## config.mk

```make
export PLATFORM = sky130hd
export DESIGN_NAME = stream_trigger
export DESIGN_NICKNAME = d
export VERILOG_FILES = /design/src/rtl/stream_trigger.sv
export SDC_FILE = /design/constraint.sdc
export NUM_CORES = 1
export LEC_CHECK = 0
export ABC_CLOCK_PERIOD_IN_PS = 2800
export BUFFER_PORTS_ARGS = -buffer_cell sky130_fd_sc_hd__clkbuf_2
export CAP_MARGIN = 0
export CORE_MARGIN = 8
export CORE_UTILIZATION = 50
export DETAILED_ROUTE_END_ITERATION = 8
export GPL_TIMING_DRIVEN = 0
export PLACE_DENSITY = 0.75
export SLEW_MARGIN = 15
export SYNTH_ARGS = -nofsm -noshare
export SYNTH_HDL_FRONTEND = slang
export SYNTH_SLANG_ARGS = --single-unit
```

## constraint.sdc

```tcl
create_clock -name clk -period 2.8 [get_ports clk]
set_input_delay 0.28 -clock clk [delete_from_list [all_inputs] [get_ports clk]]
set_output_delay 0.28 -clock clk [all_outputs]
set_load 0.02 [all_outputs]
```

## src/rtl/stream_trigger.sv

```systemverilog
// Trigger/gating stage in front of the stream capture buffer: arms under APB control,
// detects a masked data match and forwards pre-trigger, trigger and post-trigger beats.
module stream_trigger #(
  parameter int DataBits = 8
) (
  input  logic                clk,
  input  logic                rst,
  input  logic [DataBits-1:0] din_data,
  input  logic                din_valid,
  input  logic                din_ready,
  output logic [DataBits-1:0] dout_data,
  output logic                dout_valid,
  output logic                dout_ready,
  output logic                done,
  input  logic [4:0]          cfg_paddr,
  input  logic                cfg_psel,
  input  logic                cfg_penable,
  input  logic                cfg_pwrite,
  input  logic [31:0]         cfg_pwdata,
  output logic                cfg_pready,
  output logic [31:0]         cfg_prdata,
  output logic                cfg_pslverr
);

  typedef enum logic [1:0] {
    ST_IDLE  = 2'd0,
    ST_ARMED = 2'd1,
    ST_TRIG  = 2'd2,
    ST_DONE  = 2'd3
  } state_t;

  function automatic logic is_match(input logic [DataBits-1:0] d,
                                    input logic [DataBits-1:0] m,
                                    input logic [DataBits-1:0] k);
    return ((d ^ m) & k) == {DataBits{1'b0}};
  endfunction

  state_t              state_r;
  logic                pretrig_en_r;
  logic [DataBits-1:0] match_r;
  logic [DataBits-1:0] mask_r;
  logic [15:0]         post_count_r;
  logic [15:0]         remaining_r;
  logic [15:0]         fwd_count_r;
  logic [15:0]         trig_index_r;
  logic                pready_r;
  logic [31:0]         prdata_r;

  logic                beat_s;
  logic                hit_s;
  logic                fwd_s;
  logic                setup_s;
  logic                wr_s;
  logic                rd_s;
  logic [2:0]          waddr_s;
  logic                cmd_wr_s;
  logic [31:0]         rd_data_s;
  logic                unused_s;

  assign beat_s   = din_valid & din_ready;
  assign hit_s    = beat_s & is_match(din_data, match_r, mask_r);
  assign fwd_s    = ((state_r == ST_ARMED) & (pretrig_en_r | hit_s)) | (state_r == ST_TRIG);
  assign setup_s  = cfg_psel & ~cfg_penable;
  assign wr_s     = setup_s & cfg_pwrite;
  assign rd_s     = setup_s & ~cfg_pwrite;
  assign waddr_s  = cfg_paddr[4:2];
  assign cmd_wr_s = wr_s & (waddr_s == 3'd1);

  assign dout_data   = din_data;
  assign dout_ready  = din_ready;
  assign dout_valid  = din_valid & fwd_s;
  assign done        = (state_r == ST_DONE);
  assign cfg_pready  = pready_r;
  assign cfg_prdata  = prdata_r;
  assign cfg_pslverr = 1'b0;
  assign unused_s    = ^{cfg_paddr, cfg_pwdata};

  // Register read multiplexer
  always_comb begin
    rd_data_s = 32'd0;
    case (waddr_s)
      3'd0:    rd_data_s[0] = pretrig_en_r;
      3'd2:    rd_data_s[DataBits-1:0] = match_r;
      3'd3:    rd_data_s[DataBits-1:0] = mask_r;
      3'd4:    rd_data_s[15:0] = post_count_r;
      3'd5:    rd_data_s[1:0] = state_r;
      3'd6:    rd_data_s[15:0] = trig_index_r;
      3'd7:    rd_data_s[15:0] = fwd_count_r;
      default: rd_data_s = 32'd0;
    endcase
  end

  // Trigger FSM, counters and APB register file
  always_ff @(posedge clk) begin
    if (rst) begin
      state_r      <= ST_IDLE;
      pretrig_en_r <= 1'b0;
      match_r      <= {DataBits{1'b0}};
      mask_r       <= {DataBits{1'b0}};
      post_count_r <= 16'd0;
      remaining_r  <= 16'd0;
      fwd_count_r  <= 16'd0;
      trig_index_r <= 16'd0;
      pready_r     <= 1'b0;
      prdata_r     <= 32'd0;
    end else begin
      pready_r <= setup_s;
      if (rd_s) begin
        prdata_r <= rd_data_s;
      end

      if (wr_s) begin
        case (waddr_s)
          3'd0:    pretrig_en_r <= cfg_pwdata[0];
          3'd2:    match_r      <= cfg_pwdata[DataBits-1:0];
          3'd3:    mask_r       <= cfg_pwdata[DataBits-1:0];
          3'd4:    post_count_r <= cfg_pwdata[15:0];
          default: ;
        endcase
      end

      if (beat_s & fwd_s) begin
        fwd_count_r <= fwd_count_r + 16'd1;
      end

      // A command overrides whatever the stream would have done this cycle
      if (cmd_wr_s & cfg_pwdata[1]) begin
        state_r <= ST_IDLE;
      end else if (cmd_wr_s & cfg_pwdata[0]) begin
        state_r      <= ST_ARMED;
        fwd_count_r  <= 16'd0;
        trig_index_r <= 16'd0;
      end else begin
        case (state_r)
          ST_ARMED: begin
            if (hit_s) begin
              trig_index_r <= fwd_count_r;
              if (post_count_r == 16'd0) begin
                state_r <= ST_DONE;
              end else begin
                remaining_r <= post_count_r;
                state_r     <= ST_TRIG;
              end
            end
          end
          ST_TRIG: begin
            if (beat_s) begin
              remaining_r <= remaining_r - 16'd1;
              if (remaining_r == 16'd1) begin
                state_r <= ST_DONE;
              end
            end
          end
          default: ;
        endcase
      end
    end
  end

endmodule

```

==> qor.txt <==
CP peak stage delay: 450 ps
Hold Crit Start: cfg_pwdata[15]
first-pass GRT wire length: 22690 um
Clock transition at path regs: 90 ps
post-synthesis cell type count: 55
Max VDD drop: 0.3914 mV
crit end category: register
global route overflow: 0
fin. max-slew vios: 0
Final period util: 89.90%
Max Freq: 0.3973 GHz
core area: 0.01014 sq mm
final setup fails: 0
final WL: 14140 um
maximum number of pins on one net before global-route repair: 17
CTS sink count: 100
critical-path cell list: ha_1, clkbuf_1, or2_2, a21boi_0, nand4b_1, o21a_1, clkbuf_1, or2_0, a21oi_1
max-cap violations: 0
critical path launch point: state_r[1]
synth-to-layout area growth: 14.00%
CTS tree: done
Die Wd: 117.2 um
Yosys reg bits: 100
setup ws final: 282.9 ps
Critical path buffers and inverters: 2
Worst R2R Path Depth: 9
Seq/Total Area, Yosys: 39.10%
root buf cell: clkbuf_8
Yosys top cell area share: 39.10%
startpoint types: register
CP Max Fanout: 10
EDFF count, synth: 0
total power: 3749 uW
final hold vios: 0
Arrival @ worst endpoint: 2840 ps
cell area after synthesis: 0.005120 sq mm
port bufs: 59
Critical Path RT: 3120 ps
prevailing post-synth register cell: dfxtp_1
Clock Path Buffers: 2
Mean Syn Cell Area: 8.491 sq um
area of the multi-input gates: 0.002803 sq mm
layout cells sized above 1: 17.89%
post-route ant nets: 0
Initial DRC Count: 334
Placer Congestion: 0.9094
CTS Buf Count: 9
H-tree levels: 3
Die Height: 117.2 um
Critical-path top delay cell: dfxtp_1
All-Layer GR Usage: 21.41%
Pleak: 0.002334 uW
clk_lat worst skew: 390 ps
worst reg2reg startpoint: state_r[1]
DP Area: 0.005645 sq mm
reg-to-reg setup timing slack: 280 ps
register area: 0.002002 sq mm
routed wire length per instance: 17.05 um
outcome: finished clean
Async S/R FF share, synth: 0%
CTS Hold Bufs: 0
Fill cells: 939
worst slew pin tran: 812.1 ps
CP dominant cell by count: clkbuf_1
Layout Skew: 10.96 ps
die area: 0.01373 sq mm
ANT cells: 0
Tmin final: 2517 ps
DRC viols: 0
setup_tns: 0 ps
Pre-Repair DR Iteration Count: 5
post-route cell area: 0.005837 sq mm
Worst path top cell family by delay: compound AO/OA/AOI/OAI gates
DR vias/cell: 5.730
Ports: 97
Place WS: 285.9 ps
Min-Delay Endpoint: post_count_r[15]
Hold WC Path Type: in2reg
total number of vias: 4750
num rows: 37
Starting Density: 50.50%
Synth area leaders: dfxtp_1 39%, a21oi_1 5.4%, mux2i_1 5.3%
Rel. slew slack: 45.72%
yosys warns: 0
Mapped Cells: 603
Hold Path Depth: 3
DP Wirelength: 10880 um
vias in the first global route: 4564
number of antenna violations at the first check in global routing: 0
Worst Hold Slack: 107.7 ps
RSZ-0062 raised after global routing: no
fin nets: 747
r2r endpoint: remaining_r[15]
Synth area leader: dfxtp_1
Crit Path Class: reg2reg
Pwr Density: 642.3 mW/mm^2
==> power by group <==
part	internal, uW	switching (uW)
registers	1490	73.8
clock network	413	520
logic	445	807
==> layout make-up <==
| class | count | area share, % |
|---|---|---|
| repair buffers | 59 | 5.059 |
| inverters | 9 | 0.5788 |
| multi-input cells | 448 | 48.02 |
| clock inverters | 5 | 1.072 |
| plain buffers | 62 | 5.874 |
| clock buffers | 10 | 2.186 |
| well taps | 136 | 2.915 |
| flip-flops and latches | 100 | 34.30 |
==> state kept, by name (all words and copies together) (netlist names) <==
name          count
cfg_prdata       16
cfg_pready        1
fwd_count_r      16
mask_r            8
match_r           8
post_count_r     16
pretrig_en_r      1
remaining_r      16
state_r           2
trig_index_r     16
==> worst register-to-register path, cell delays in order, from the launching register on <==
cell,delay [ps]
dfxtp_1,450
ha_1,180
clkbuf_1,310
or2_2,190
a21boi_0,280
nand4b_1,140
o21a_1,240
clkbuf_1,240
or2_0,270
a21oi_1,150
==> routing by layer <==
metal	vias up	GRT usage [%]	share of wire [%]
met5	-	0	0
met4	0	8.959	2.2
met3	27	4.566	6.3
met2	171	36.86	50
met1	2253	25.26	41
li1	2299	-	-
==> cells in the mapped netlist (4+ instances only) <==
cell type and number:
buf_1 4, and3_1 5, o31ai_1 5, nor4_1 5
mux2i_1 27, a21o_1 5, nor2b_1 5, o21ai_0 30
nand3b_1 4, a21boi_0 7, or3_1 13, xor2_1 9
o21a_1 4, o32ai_1 4, inv_1 9, nand3_1 14
clkbuf_1 28, mux2_2 8, a22o_1 16, nor2_1 58
a22oi_1 12, buf_4 26, a21oi_1 55, nand2b_1 15
nand2_1 61, dfxtp_1 100, mux4_2 7, o211ai_1 6
nand4_1 6, nor3_1 11, ha_1 6
==> metrics by stage <==
step | util (%) | std cells
floorplan | - | 619
global placement | 55.68 | 814
detailed placement | 55.68 | 814
CTS | 57.56 | 829
global route | 57.57 | 829
finish | 57.57 | 829
==> placed cells by master, fill, tap and decap left out, drive strengths merged, types with 5 or more instances in the layout <==
cell type  instances
and3               5
mux2               8
nand3             15
or2                5
o211ai             6
inv               10
ha                 6
nand4              6
nand2b            15
a21oi             55
nand2             61
clkbuf            97
a21boi             7
a21o               5
buf               34
o21ai             30
mux4               7
nor4               5
a22o              16
nor2              58
o31ai              5
a22oi             12
conb              17
or3               13
xor2               9
nor2b              5
mux2i             27
dfxtp            100
nor3              11
==> how the worst max path moves through the flow <==
| stage | to | slack (ps) | cells past startpoint |
|---|---|---|---|
| after floorplan | remaining_r[11] | 790 | 10 |
| final | remaining_r[15] | 280 | 9 |
| after global routing | remaining_r[9] | 60 | 10 |
| after detailed placement | fwd_count_r[1] | 290 | 9 |
| after CTS | fwd_count_r[1] | 250 | 9 |
| after global placement | fwd_count_r[1] | 360 | 9 |
==> cell families after synthesis <==
| group | share of synthesized area, % |
|---|---|
| simple gates | 20.41 |
| compound gates | 19.97 |
| flops | 39.10 |
| buf+inv | 7.331 |
| mux | 10.12 |
| xor+xnor | 1.540 |
| fa+ha+maj | 1.466 |
| other cells | 0.07324 |
==> timing repair <==
item	CTS	global route
setup buffers	0	0
setup endpoints to repair	0	2
gates resized for setup	0	2
Power figures use the tool's default switching activity.
